[src/rtl/crc32_arb.sv]
`default_nettype none
// ============================================================================
// Module   : crc32_arb
// Purpose  : Round-robin arbiter/sequencer that shares a single crc32_core
//            among NUM_REQ chunk writers. One requester owns the core from
//            its start pulse until the core reports done.
// Ports    : clk, rst              - clock, synchronous active-high reset
//            req_i/start_i/val_i/lst_i/dat_i - per-requester request side
//            gnt_o/gnt_id_o        - one-hot grant and grant index
//            done_o/val_o/dat_o    - core results routed back to requesters
//            core_*_o / core_*_i   - connection to the shared crc32_core
//            err_o                 - watchdog abort pulse
// Options  : CRC32_ARB_WDT_EN - enables the hung-client watchdog (WDT_CYC).
// Revision : 1.0 - initial release
// ============================================================================
module crc32_arb #(
  parameter int NUM_REQ = 4,
  parameter int IDX_WD  = 2,
  parameter int DATA_WD = 32,
  parameter int WDT_CYC = 1024
) (
  input  logic                       clk,
  input  logic                       rst,
  input  logic [NUM_REQ-1:0]         req_i,
  input  logic [NUM_REQ-1:0]         start_i,
  input  logic [NUM_REQ-1:0]         val_i,
  input  logic [NUM_REQ*DATA_WD-1:0] dat_i,
  input  logic [NUM_REQ-1:0]         lst_i,
  output logic [NUM_REQ-1:0]         gnt_o,
  output logic [IDX_WD-1:0]          gnt_id_o,
  output logic [NUM_REQ-1:0]         done_o,
  output logic [NUM_REQ-1:0]         val_o,
  output logic [DATA_WD-1:0]         dat_o,
  output logic                       core_start_o,
  output logic                       core_val_o,
  output logic [DATA_WD-1:0]         core_dat_o,
  output logic                       core_lst_o,
  input  logic                       core_done_i,
  input  logic                       core_val_i,
  input  logic [DATA_WD-1:0]         core_dat_i,
  output logic                       err_o
);

  localparam logic [1:0] S_IDLE    = 2'd0;
  localparam logic [1:0] S_GRANT   = 2'd1;
  localparam logic [1:0] S_BUSY    = 2'd2;
  localparam logic [1:0] S_RELEASE = 2'd3;

  if (NUM_REQ < 2 || NUM_REQ > 8 || IDX_WD != $clog2(NUM_REQ) || WDT_CYC < 2)
  begin : g_param_check
    $error("crc32_arb: illegal parameterisation");
  end

  logic [1:0]         r_state;
  logic [1:0]         w_state_nxt;
  logic [NUM_REQ-1:0] r_gnt;
  logic [IDX_WD-1:0]  r_gnt_id;
  logic [IDX_WD-1:0]  r_ptr;
  logic [IDX_WD-1:0]  w_sel;
  logic [IDX_WD-1:0]  w_ptr_nxt;
  logic               w_any;
  logic               w_gstart;
  logic               w_withdraw;
  logic               w_release;
  logic               w_wdt_hit;

  // First set request at or above ptr, wrapping. Iterating downward lets the
  // closest-to-ptr match overwrite any farther one.
  always_comb begin
    int j;
    j     = 0;
    w_any = |req_i;
    w_sel = r_ptr;
    for (int i = NUM_REQ - 1; i >= 0; i--) begin
      j = int'(r_ptr) + i;
      if (j >= NUM_REQ) j = j - NUM_REQ;
      if (req_i[IDX_WD'(j)]) w_sel = IDX_WD'(j);
    end
  end

  assign w_gstart   = start_i[r_gnt_id];
  assign w_withdraw = !req_i[r_gnt_id] && !start_i[r_gnt_id];
  assign w_ptr_nxt  = (r_gnt_id == IDX_WD'(NUM_REQ - 1)) ? '0 : r_gnt_id + 1'b1;

  // Any exit from a held grant advances the pointer and drops the grant.
  assign w_release  = (r_state == S_GRANT && w_withdraw && !w_gstart) ||
                      (r_state == S_BUSY && core_done_i) ||
                      w_wdt_hit;

  // State register, grant and pointer.
  always_ff @(posedge clk) begin
    if (rst) begin
      r_state  <= S_IDLE;
      r_gnt    <= '0;
      r_gnt_id <= '0;
      r_ptr    <= '0;
    end else begin
      r_state <= w_state_nxt;
      if (r_state == S_IDLE && w_any) begin
        r_gnt    <= {{(NUM_REQ-1){1'b0}}, 1'b1} << w_sel;
        r_gnt_id <= w_sel;
      end else if (w_release) begin
        r_gnt <= '0;
        r_ptr <= w_ptr_nxt;
      end
    end
  end

  // Next-state logic.
  always_comb begin
    w_state_nxt = r_state;
    case (r_state)
      S_IDLE:    if (w_any) w_state_nxt = S_GRANT;
      S_GRANT: begin
        if (w_gstart)        w_state_nxt = S_BUSY;
        else if (w_withdraw) w_state_nxt = S_IDLE;
      end
      S_BUSY:    if (core_done_i) w_state_nxt = S_RELEASE;
      S_RELEASE: w_state_nxt = S_IDLE;
      default:   w_state_nxt = S_IDLE;
    endcase
    if (w_wdt_hit) w_state_nxt = S_RELEASE;
  end

  // Output logic: the core only sees the granted requester, and only in the
  // phase where that signal is meaningful.
  always_comb begin
    core_start_o = w_wdt_hit;
    core_val_o   = 1'b0;
    core_dat_o   = '0;
    core_lst_o   = 1'b0;
    done_o       = '0;
    val_o        = '0;
    if (r_state == S_GRANT && w_gstart) core_start_o = 1'b1;
    if (r_state == S_BUSY) begin
      core_val_o       = val_i[r_gnt_id];
      core_dat_o       = dat_i[r_gnt_id*DATA_WD +: DATA_WD];
      core_lst_o       = lst_i[r_gnt_id];
      done_o[r_gnt_id] = core_done_i;
      val_o[r_gnt_id]  = core_val_i;
    end
  end

  assign gnt_o    = r_gnt;
  assign gnt_id_o = r_gnt_id;
  assign dat_o    = core_dat_i;

`ifdef CRC32_ARB_WDT_EN
  localparam int WDT_WD = $clog2(WDT_CYC);

  logic [WDT_WD-1:0] r_wdt_cnt;
  logic              w_held;

  assign w_held    = (r_state == S_GRANT) || (r_state == S_BUSY);
  assign w_wdt_hit = w_held && (r_wdt_cnt == WDT_WD'(WDT_CYC - 1));

  // Cleared on entering GRANT/BUSY and by any core result beat, so it
  // measures idle time of the current owner.
  always_ff @(posedge clk) begin
    if (rst) begin
      r_wdt_cnt <= '0;
    end else if (core_val_i ||
                 (w_state_nxt != r_state &&
                  (w_state_nxt == S_GRANT || w_state_nxt == S_BUSY))) begin
      r_wdt_cnt <= '0;
    end else if (w_held) begin
      r_wdt_cnt <= r_wdt_cnt + 1'b1;
    end
  end

  assign err_o = w_wdt_hit;
`else
  assign w_wdt_hit = 1'b0;
  assign err_o     = 1'b0;
`endif

endmodule
`default_nettype wire

[config.mk]
export PLATFORM = sky130hd
export DESIGN_NAME = crc32_arb
export DESIGN_NICKNAME = d
export VERILOG_FILES = /design/src/rtl/crc32_arb.sv
export SDC_FILE = /design/constraint.sdc
export NUM_CORES = 1
export LEC_CHECK = 0
export BUFFER_PORTS_ARGS = -buffer_cell sky130_fd_sc_hd__buf_2
export CELL_PAD_IN_SITES_DETAIL_PLACEMENT = 0
export CELL_PAD_IN_SITES_GLOBAL_PLACEMENT = 2
export CORE_MARGIN = 5
export CORE_UTILIZATION = 15
export CTS_CLUSTER_SIZE = 30
export DETAILED_ROUTE_END_ITERATION = 8
export PLACE_DENSITY = 0.79
export SETUP_SLACK_MARGIN = 0.4
export SLEW_MARGIN = 10
export SYNTH_ARGS = -nofsm -noshare
export SYNTH_HDL_FRONTEND = slang
export SYNTH_SLANG_ARGS = --single-unit
export TNS_END_PERCENT = 50
[constraint.sdc]
create_clock -name clk -period 2 [get_ports clk]
set_input_delay 0.2 -clock clk [delete_from_list [all_inputs] [get_ports clk]]
set_output_delay 0.2 -clock clk [all_outputs]
set_load 0.1 [all_outputs]
==> metrics.txt, run 1 <==
Critical R2R Launch=gnt_id_o[0]; first-pass GRT wire length=14200 um; Syn Inst Count=191; pwr/cell area=462 nW/um2; final max-slew violation count=0; Detailed Routing Iterations Pass 1=4; Hold Path Class=input port to register; Worst setup endpoint=core_dat_o[14]; nature of the critical path endpoint=output pin; Avg WL per Cell=17.8 um; CP Max Fanout=8; commonest non-fill, non-tap cell in the layout=buf_2; layout cells sized above 1=0.846; Mapped Avg Cell Area=10.3 um2; Clock Tree Buf Depth=2; CP Class=register to output pin; worst path arrival time=1.77 ns; sequential cell area fraction in the yosys report=0.102; status=completed; Setup crit start=gnt_id_o[0]; max cap viols=0; Port Buffers=196; GRT Total Usage=0.114; Vias=2220; placed wire-length estimate=7780 um; DIE WIDTH=124 um; Worst IR Drop VDD=0.575 mV; Vias/cell=4.15; #FFs+latches synth=10; min Tclk post-route=1.97 ns; CTS tree=built; initial antenna violation count=0; Ports=262; Sinks on Clock Net=10; Post-Place Setup Slack=0.153 ns; Final Hold Fails=0; Hold Buf Count CTS=0; fillcell total=1331; CP required=1.80 ns; number of placement rows=41; R2R Setup Slk=0.09 ns; Setup WS post-layout=0.0278 ns; Final Net Count=548; CP startpoint kind=register; Primary FF master, synth=dfxtp_1; commonest non-fill, non-tap cells in the layout=153 x buf_2, 46 x buf_12, 36 x mux4_2; reg2reg path depth=6; Die ar.=15500 um2; worst skew pair latency=0.24 ns; 1st-iter DRT viols=29; crit share post-route=0.986; area grow syn2layout=103%; ys async rst share=0; RSZ-0062 raised after global routing=yes; largest net degree at the start of global routing=45; number of global-route vias before repair=2395; Ys Warns=0; core area=12700 um2; H-tree levels=1; clock root buffer=clkbuf_16; Initial Utilization=0.154; Reg clk slew, reported paths=0.04 ns; Residual DRC=0; RR Endpoint=r_ptr[1]; final total power=1840 uW; antenna violation net count after detailed routing=0; TritonCTS Buffers=3; Die Ht=124 um; post-synth cell types=33; Overflow after GRT=0; GPL Wtd Cong=0.836; syn_nets=375; EDFF count, synth=0; final wirelength=9550 um; Max Clock Skew=0.000609 ns; number of diodes=0; leakage=0.00171 uW; synthesized cell area=1960 um2; Final Setup Violations=0; maximum clock rate=507 MHz
-- metrics by stage --
stage	setup TNS (ns)	instance area [um2]	hold WS, ns	cells	utilization
2_1_floorplan	0	2090	0.399	191	-
3_3_place_gp	0	3170	0.401	520	0.249
3_5_place_dp	0	3170	0.401	520	0.249
4_1_cts	0	3610	0.268	532	0.284
5_1_grt	-0.489	3990	0.285	535	0.313
6_report	0	3990	0.278	535	0.313
-- layout make-up --
type                    instances  area [um2]  area share
inverters                       5        18.8     0.00471
clock buffers                   4        78.8      0.0198
well taps                     172         215      0.0540
flip-flops and latches         10         208      0.0521
repair buffers                215        1870       0.469
multi-input cells             129        1600       0.401
-- registers in the layout, summed over array words and instances (netlist names), named ones only --
name	cells
r_ptr	2
gnt_id_o	2
r_state	1
gnt_o	4
-- report_power, final --
part	internal, uW	switching, uW	total, uW
sequential	218	27.0	245
clock	267	91.5	358
combinational	574	664	1240
total	1060	783	1840
-- layer usage --
layer,global-route usage,share of wire
met1,0.125,0.38
met2,0.218,0.53
met3,0.0390,0.089
met4,0.0135,0.0065
met5,0.00327,0
-- worst min-delay path by stage --
| stage | slack [ns] | startpoint | depth (start not counted) | to |
|---|---|---|---|---|
| after global routing | 0.29 | rst | 2 | gnt_id_o[0] |
| after floorplan | 0.40 | rst | 2 | gnt_o[0] |
| after CTS | 0.27 | rst | 2 | gnt_id_o[0] |
| final | 0.28 | rst | 2 | gnt_id_o[1] |
| after global placement | 0.40 | core_dat_i[2] | 0 | dat_o[2] |
| after detailed placement | 0.40 | core_dat_i[2] | 0 | dat_o[2] |
-- repair_timing --
item	CTS	global route
setup buffers	6	3
cloned	2	0
endpoints found under the setup margin	49	49
resized for setup	79	85
pin swaps	0	4
-- critical path: stages (launching register included) --
cell,delay [ns]
dfxtp_4,0.44
buf_12,0.13
buf_16,0.13
mux4_2,0.50
and2_4,0.18
buf_12,0.16
-- Yosys cell counts (2+ instances only) --
cell type	count	area (um2)
mux4_2	36	811
o31ai_1	2	15.0
ha_1	4	50.1
o21ai_0	2	10.0
dfxtp_1	10	200
buf_2	2	10.0
nor3_1	2	10.0
o32ai_1	3	26.3
nand3b_1	4	30.0
inv_1	5	18.8
and2_1	34	213
a21oi_1	5	25.0
nor2_1	5	18.8
nand2_1	5	18.8
buf_1	2	7.51
mux2i_1	2	20.0
and3_1	8	50.1
clkbuf_1	7	26.3
nor2b_1	4	25.0
buf_4	36	270
-- cell families (layout without fill, tap and decap cells) --
logic type / after synthesis / count (layout) / synth area share
DFF: 10 / 10 / 0.102
and+or+nand+nor: 69 / 69 / 0.210
AOI/OAI and AO/OA: 17 / 17 / 0.0682
muxes: 38 / 38 / 0.423
other: 1 / 1 / 0.00191
buffers and inverters: 52 / 224 / 0.169
adders and majority gates: 4 / 4 / 0.0255
(Power assumes the default switching activity.)
==> inputs of run 2 (changes only) <==
- CTS_BUF_LIST: not set -> sky130_fd_sc_hd__clkbuf_8 sky130_fd_sc_hd__clkbuf_16
- CTS_CLUSTER_SIZE: 30 -> not set
==> metrics.txt, run 2 (same netlist as run 1, synthesis figures left out) <==
commonest non-fill, non-tap cells in the layout=153 x buf_2, 46 x buf_12, 36 x mux4_2; internal power=1050 uW (-0.49%); placed wire-length estimate=7780 um (unchanged); Final Hold Fails=0 (unchanged); number of placement rows=41 (unchanged); first-pass GRT wire length=14200 um (unchanged); antenna violation net count after detailed routing=0 (unchanged); Max Clock Skew=0.000425 ns (-0.000184 ns); Hold Path Class=input port to register; Residual DRC=0 (unchanged); number of diodes=0 (unchanged); Reg clk slew, reported paths=0.04 ns (about the same); Final Net Count=548 (unchanged); TNS Setup=0 ns (unchanged); status=completed; Design Area, Final=3990 um2 (unchanged); Sw Share=0.426 (+0.00132); number of global-route vias before repair=2395 (unchanged); 1st-iter DRT viols=30 (+3.4%); Worst setup endpoint=core_dat_o[14]; GPL Wtd Cong=0.836 (unchanged); commonest non-fill, non-tap cell in the layout=buf_2; area grow syn2layout=103% (unchanged); TritonCTS Buffers=3 (unchanged); pwr/cell area=461 nW/um2 (-0.26%); final total power=1840 uW (-0.26%); CP required=1.80 ns (about the same); R2R Setup Slk=0.09 ns (about the same); Sinks on Clock Net=10 (unchanged); Port Buffers=196 (unchanged); worst path arrival time=1.77 ns (about the same); RR Endpoint=r_ptr[1]; Setup crit start=gnt_id_o[0]; max cap viols=0 (unchanged); min Tclk post-route=1.97 ns (+0.000269 ns); Logic pwr share=0.674 (+0.002); dpl cell area=3170 um2 (unchanged); Worst IR Drop VDD=0.576 mV (+0.13%); CP startpoint kind=register; CP peak stage delay=0.50 ns (about the same); RSZ-0062 raised after global routing=yes; Vias/cell=4.15 (unchanged); max reg flops=4 (unchanged); Overflow after GRT=0 (unchanged); maximum clock rate=507 MHz (about the same); Most common cell on crit path=buf_12; Die ar.=15500 um2 (unchanged); Detailed Routing Iterations Pass 1=4 (unchanged); crit path cell chain=buf_12 > buf_16 > mux4_2 > and2_4 > buf_12; Critical R2R Launch=gnt_id_o[0]; Clock Tree Buf Depth=2 (unchanged); Crit-path slowest cell=mux4_2; CP Class=register to output pin; Final Setup Violations=0 (unchanged); leakage=0.00172 uW (+0.24%); GRT Total Usage=0.114 (unchanged); P_sw=783 uW (about the same); reg2reg path depth=6 (unchanged); Initial Utilization=0.154 (unchanged); clock root buffer=clkbuf_16; Vias=2220 (unchanged); final wirelength=9550 um (unchanged); Die Ht=124 um (unchanged); Ports=262 (unchanged); core area=12700 um2 (unchanged); CTS tree=built; worst skew pair latency=0.24 ns (about the same); Hold Buf Count CTS=0 (unchanged); final max-slew violation count=0 (unchanged); DIE WIDTH=124 um (unchanged); initial antenna violation count=0 (unchanged); H-tree levels=1 (unchanged); crit share post-route=0.986 (about the same); Clock Power Share=0.192 (-0.003); Avg WL per Cell=17.8 um (unchanged); largest net degree at the start of global routing=45 (unchanged); CP Max Fanout=8 (unchanged); Seq pwr share=0.133 (about the same); layout cells sized above 1=0.846 (unchanged); nature of the critical path endpoint=output pin
[run 2: cell count changes in the layout (fill, tap and decap cells not counted), sizes merged]
cell | previous run | this run
clkbuf | 4 | 3
inv | 5 | 6
[run 2: what timing repair did]
action                                  in CTS  in global routing
setup buffers                                6                  3
pin swaps                                    0                  4
hold endpoints to repair                     0                  0
gates resized for setup                     79                 85
endpoints found under the setup margin      49                 49
cloned                                       2                  0
[run 2: power by group through the flow]
stage	Combinational, uW	Clock, uW	Sequential [uW]
3_5_place_dp	1030	0	247
5_1_grt	1310	374	249
2_1_floorplan	987	0	310
3_3_place_gp	1020	0	246
4_1_cts	1150	364	244
6_report	1240	354	245
[run 2: final cells by class]
class | instances | area, um2
inverters | 5 | 18.8
clock buffers | 3 | 75.1
multi-input cells | 129 | 1600
flip-flops and latches | 10 | 208
well taps | 172 | 215
fillers | 1331 | 8730
repair buffers | 215 | 1870
clock inverters | 1 | 3.75
[run 2: critical path: cells and delay by family, from the launching register on]
kind / cells / cell delay, ns
buffers and inverters: 3 / 0.42
DFF: 1 / 0.44
muxes: 1 / 0.50
and+or+nand+nor: 1 / 0.18
[run 2: stage by stage]
| step | utilization | setup WS [ns] | std cells | hold slack (ns) |
|---|---|---|---|---|
| finish | 0.313 | 0.0276 | 535 | 0.277 |
| global route | 0.313 | -0.0448 | 535 | 0.285 |
| detailed placement | 0.249 | 0.153 | 520 | 0.401 |
| floorplan | - | 0.110 | 191 | 0.399 |
| global placement | 0.249 | 0.176 | 520 | 0.401 |
| CTS | 0.284 | 0.0104 | 532 | 0.268 |
[run 2: worst min-delay path by stage]
stage / start / slack (ns) / cells after the start / end
floorplan: rst / 0.40 / 2 / gnt_o[0]
global placement: core_dat_i[2] / 0.40 / 0 / dat_o[2]
detailed placement: core_dat_i[2] / 0.40 / 0 / dat_o[2]
finish: rst / 0.28 / 2 / gnt_id_o[1]
global route: rst / 0.29 / 2 / gnt_id_o[0]
CTS: rst / 0.27 / 2 / gnt_id_o[0]
[run 2: per-layer routing]
layer / part of all wire / GRT usage / up-vias
met3: 0.089 / 0.0390 / 8
met5: 0 / 0.00327 / -
met4: 0.0065 / 0.0135 / 0
met1: 0.38 / 0.125 / 1042
li1: - / - / 1031
met2: 0.53 / 0.218 / 139
==> inputs of run 3 (changes only) <==
- CELL_PAD_IN_SITES_DETAIL_PLACEMENT: 0 -> 1
- CELL_PAD_IN_SITES_GLOBAL_PLACEMENT: 2 -> 1
- CORE_UTILIZATION: 15 -> 20
- PLACE_DENSITY: 0.79 -> 0.77
==> metrics.txt, run 3 (same netlist as run 1, synthesis figures left out) <==
CP startpoint kind=register; layout cells sized above 1=0.849 (+0.00343); fillcell total=1093 (-18%); status=completed; Post-Place Setup Slack=0.155 ns (+0.00247 ns); 1st-iter DRT viols=38 (+27%); Initial Utilization=0.203 (+0.0484); core area=9680 um2 (-24%); RR Endpoint=gnt_o[2]; Vias/cell=4.60 (+11%); Die ar.=11900 um2 (-23%); CP Class=register to output pin; Detailed Routing Iterations Pass 1=6 (+2); Avg WL per Cell=20.9 um (+17%); Most common cell on crit path=buf_12; Crit-path slowest cell=mux4_2; Final Hold Fails=0 (unchanged); footprint of the multi-input gates=1620 um2 (+1.6%); Sinks on Clock Net=10 (unchanged); CP required=1.80 ns (about the same); largest net degree at the start of global routing=24 (-47%); R2R Setup Slk=0.15 ns (+0.06 ns); max cap viols=0 (unchanged); CP peak stage delay=0.49 ns (about the same); Ports=262 (unchanged); Port Buffers=196 (unchanged); CP Max Fanout=7 (-1); Reg clk slew, reported paths=0.05 ns (about the same); antenna violation net count after detailed routing=0 (unchanged); worst path arrival time=1.78 ns (about the same); placed wire-length estimate=7910 um (+1.6%); pwr/cell area=445 nW/um2 (-3.5%); H-tree levels=1 (unchanged); number of diodes=0 (unchanged); Worst IR Drop VDD=0.453 mV (-21%); leakage=0.00169 uW (-1.6%); CTS tree=built; initial antenna violation count=1 (+1); commonest non-fill, non-tap cells in the layout=152 x buf_2, 47 x buf_12, 36 x mux4_2; number of global-route vias before repair=2561 (+6.9%); first-pass GRT wire length=13500 um (-4.9%); Final Net Count=543 (-0.91%); GRT Total Usage=0.146 (+0.0318); Setup WS post-layout=0.0175 ns (-0.0101 ns); slew of the pin with the lowest slew margin=0.520 ns; number of placement rows=36 (-12%); Clock Tree Buf Depth=2 (unchanged); min-delay src=rst; commonest non-fill, non-tap cell in the layout=buf_2; Max Clock Skew=0.00193 ns (+0.00150 ns); Hold Path Class=input port to register; max reg flops=4 (unchanged); final max-slew violation count=0 (unchanged); nature of the critical path endpoint=output pin; RSZ-0062 raised after global routing=yes; crit path cell chain=buf_12 > buf_16 > mux4_2 > and2_4 > buf_12; crit share post-route=0.991 (+0.00505); Critical R2R Launch=gnt_id_o[0]; sequential cell area=209 um2 (+0.60%); area grow syn2layout=100%; Final Setup Violations=0 (unchanged); reg2reg path depth=6 (unchanged); Hold WS=0.278 ns (+0.00109 ns); final wirelength=10300 um (+7.7%); Die Ht=109 um (-12%); Hold Buf Count CTS=0 (unchanged); worst skew pair latency=0.23 ns (about the same); DIE WIDTH=109 um (-12%); TritonCTS Buffers=3 (unchanged); min Tclk post-route=1.98 ns (+0.0101 ns); GPL Wtd Cong=0.722 (-14%); maximum clock rate=504 MHz (-0.51%); Residual DRC=0 (unchanged); hold depth=2 (unchanged); sink of the worst hold path=gnt_id_o[0]; Overflow after GRT=0 (unchanged); Vias=2261 (+1.8%); clock root buffer=clkbuf_8; Slew headroom=0.651
run 3: cell type report:
cell class / instances / share of cell area
timing repair buffer: 210 / 0.472
sequential: 10 / 0.0531
inverter: 5 / 0.00667
tap: 133 / 0.0423
multi-input combinational: 129 / 0.412
clock buffer: 4 / 0.0140
run 3: how the worst max path moves through the flow:
stage / startpoint / to
floorplan: gnt_id_o[0] / core_dat_o[24]
global placement: gnt_id_o[0] / core_dat_o[12]
detailed placement: gnt_id_o[0] / r_ptr[1]
CTS: gnt_id_o[0] / core_dat_o[31]
global route: gnt_id_o[0] / core_dat_o[11]
finish: gnt_id_o[0] / core_dat_o[19]
run 3: metal layers:
metal | track usage | vias up | part of all wire
met5 | 0 | - | 0.0013
met4 | 0.0532 | 2 | 0.036
met3 | 0.0462 | 24 | 0.10
met2 | 0.288 | 141 | 0.56
met1 | 0.140 | 1078 | 0.30
li1 | - | 1016 | -
run 3: repair_timing:
item                                    CTS  global route
endpoints found under the setup margin   49            50
resized for setup                        71           105
buffers inserted                          3             1
cloned                                    2             1
pin swaps                                 0             3
run 3: worst max-delay path, delay by kind of cell (launching register included):
family	cells	cell delay (ns)
buffers and inverters	3	0.43
flip-flops	1	0.44
multiplexers	1	0.49
AND/OR/NAND/NOR	1	0.18
run 3: per-stage QoR:
stage | utilization | cell area [um2] | total power (uW) | setup TNS, ns | instances
after global routing | 0.407 | 3940 | 1840 | -0.309 | 491
after floorplan | - | 2090 | 1300 | 0 | 191
after CTS | 0.360 | 3480 | 1630 | 0 | 489
final | 0.407 | 3940 | 1750 | 0 | 491
after global placement | 0.321 | 3110 | 1240 | 0 | 480
after detailed placement | 0.321 | 3110 | 1270 | 0 | 480
run 3: power by group:
| part | leakage (uW) | switching (uW) | internal (uW) |
|---|---|---|---|
| registers | 0.0000836 | 33.3 | 218 |
| logic | 0.00158 | 674 | 574 |
| clock network | 0.0000288 | 78.0 | 173 |
| total | 0.00169 | 786 | 965 |
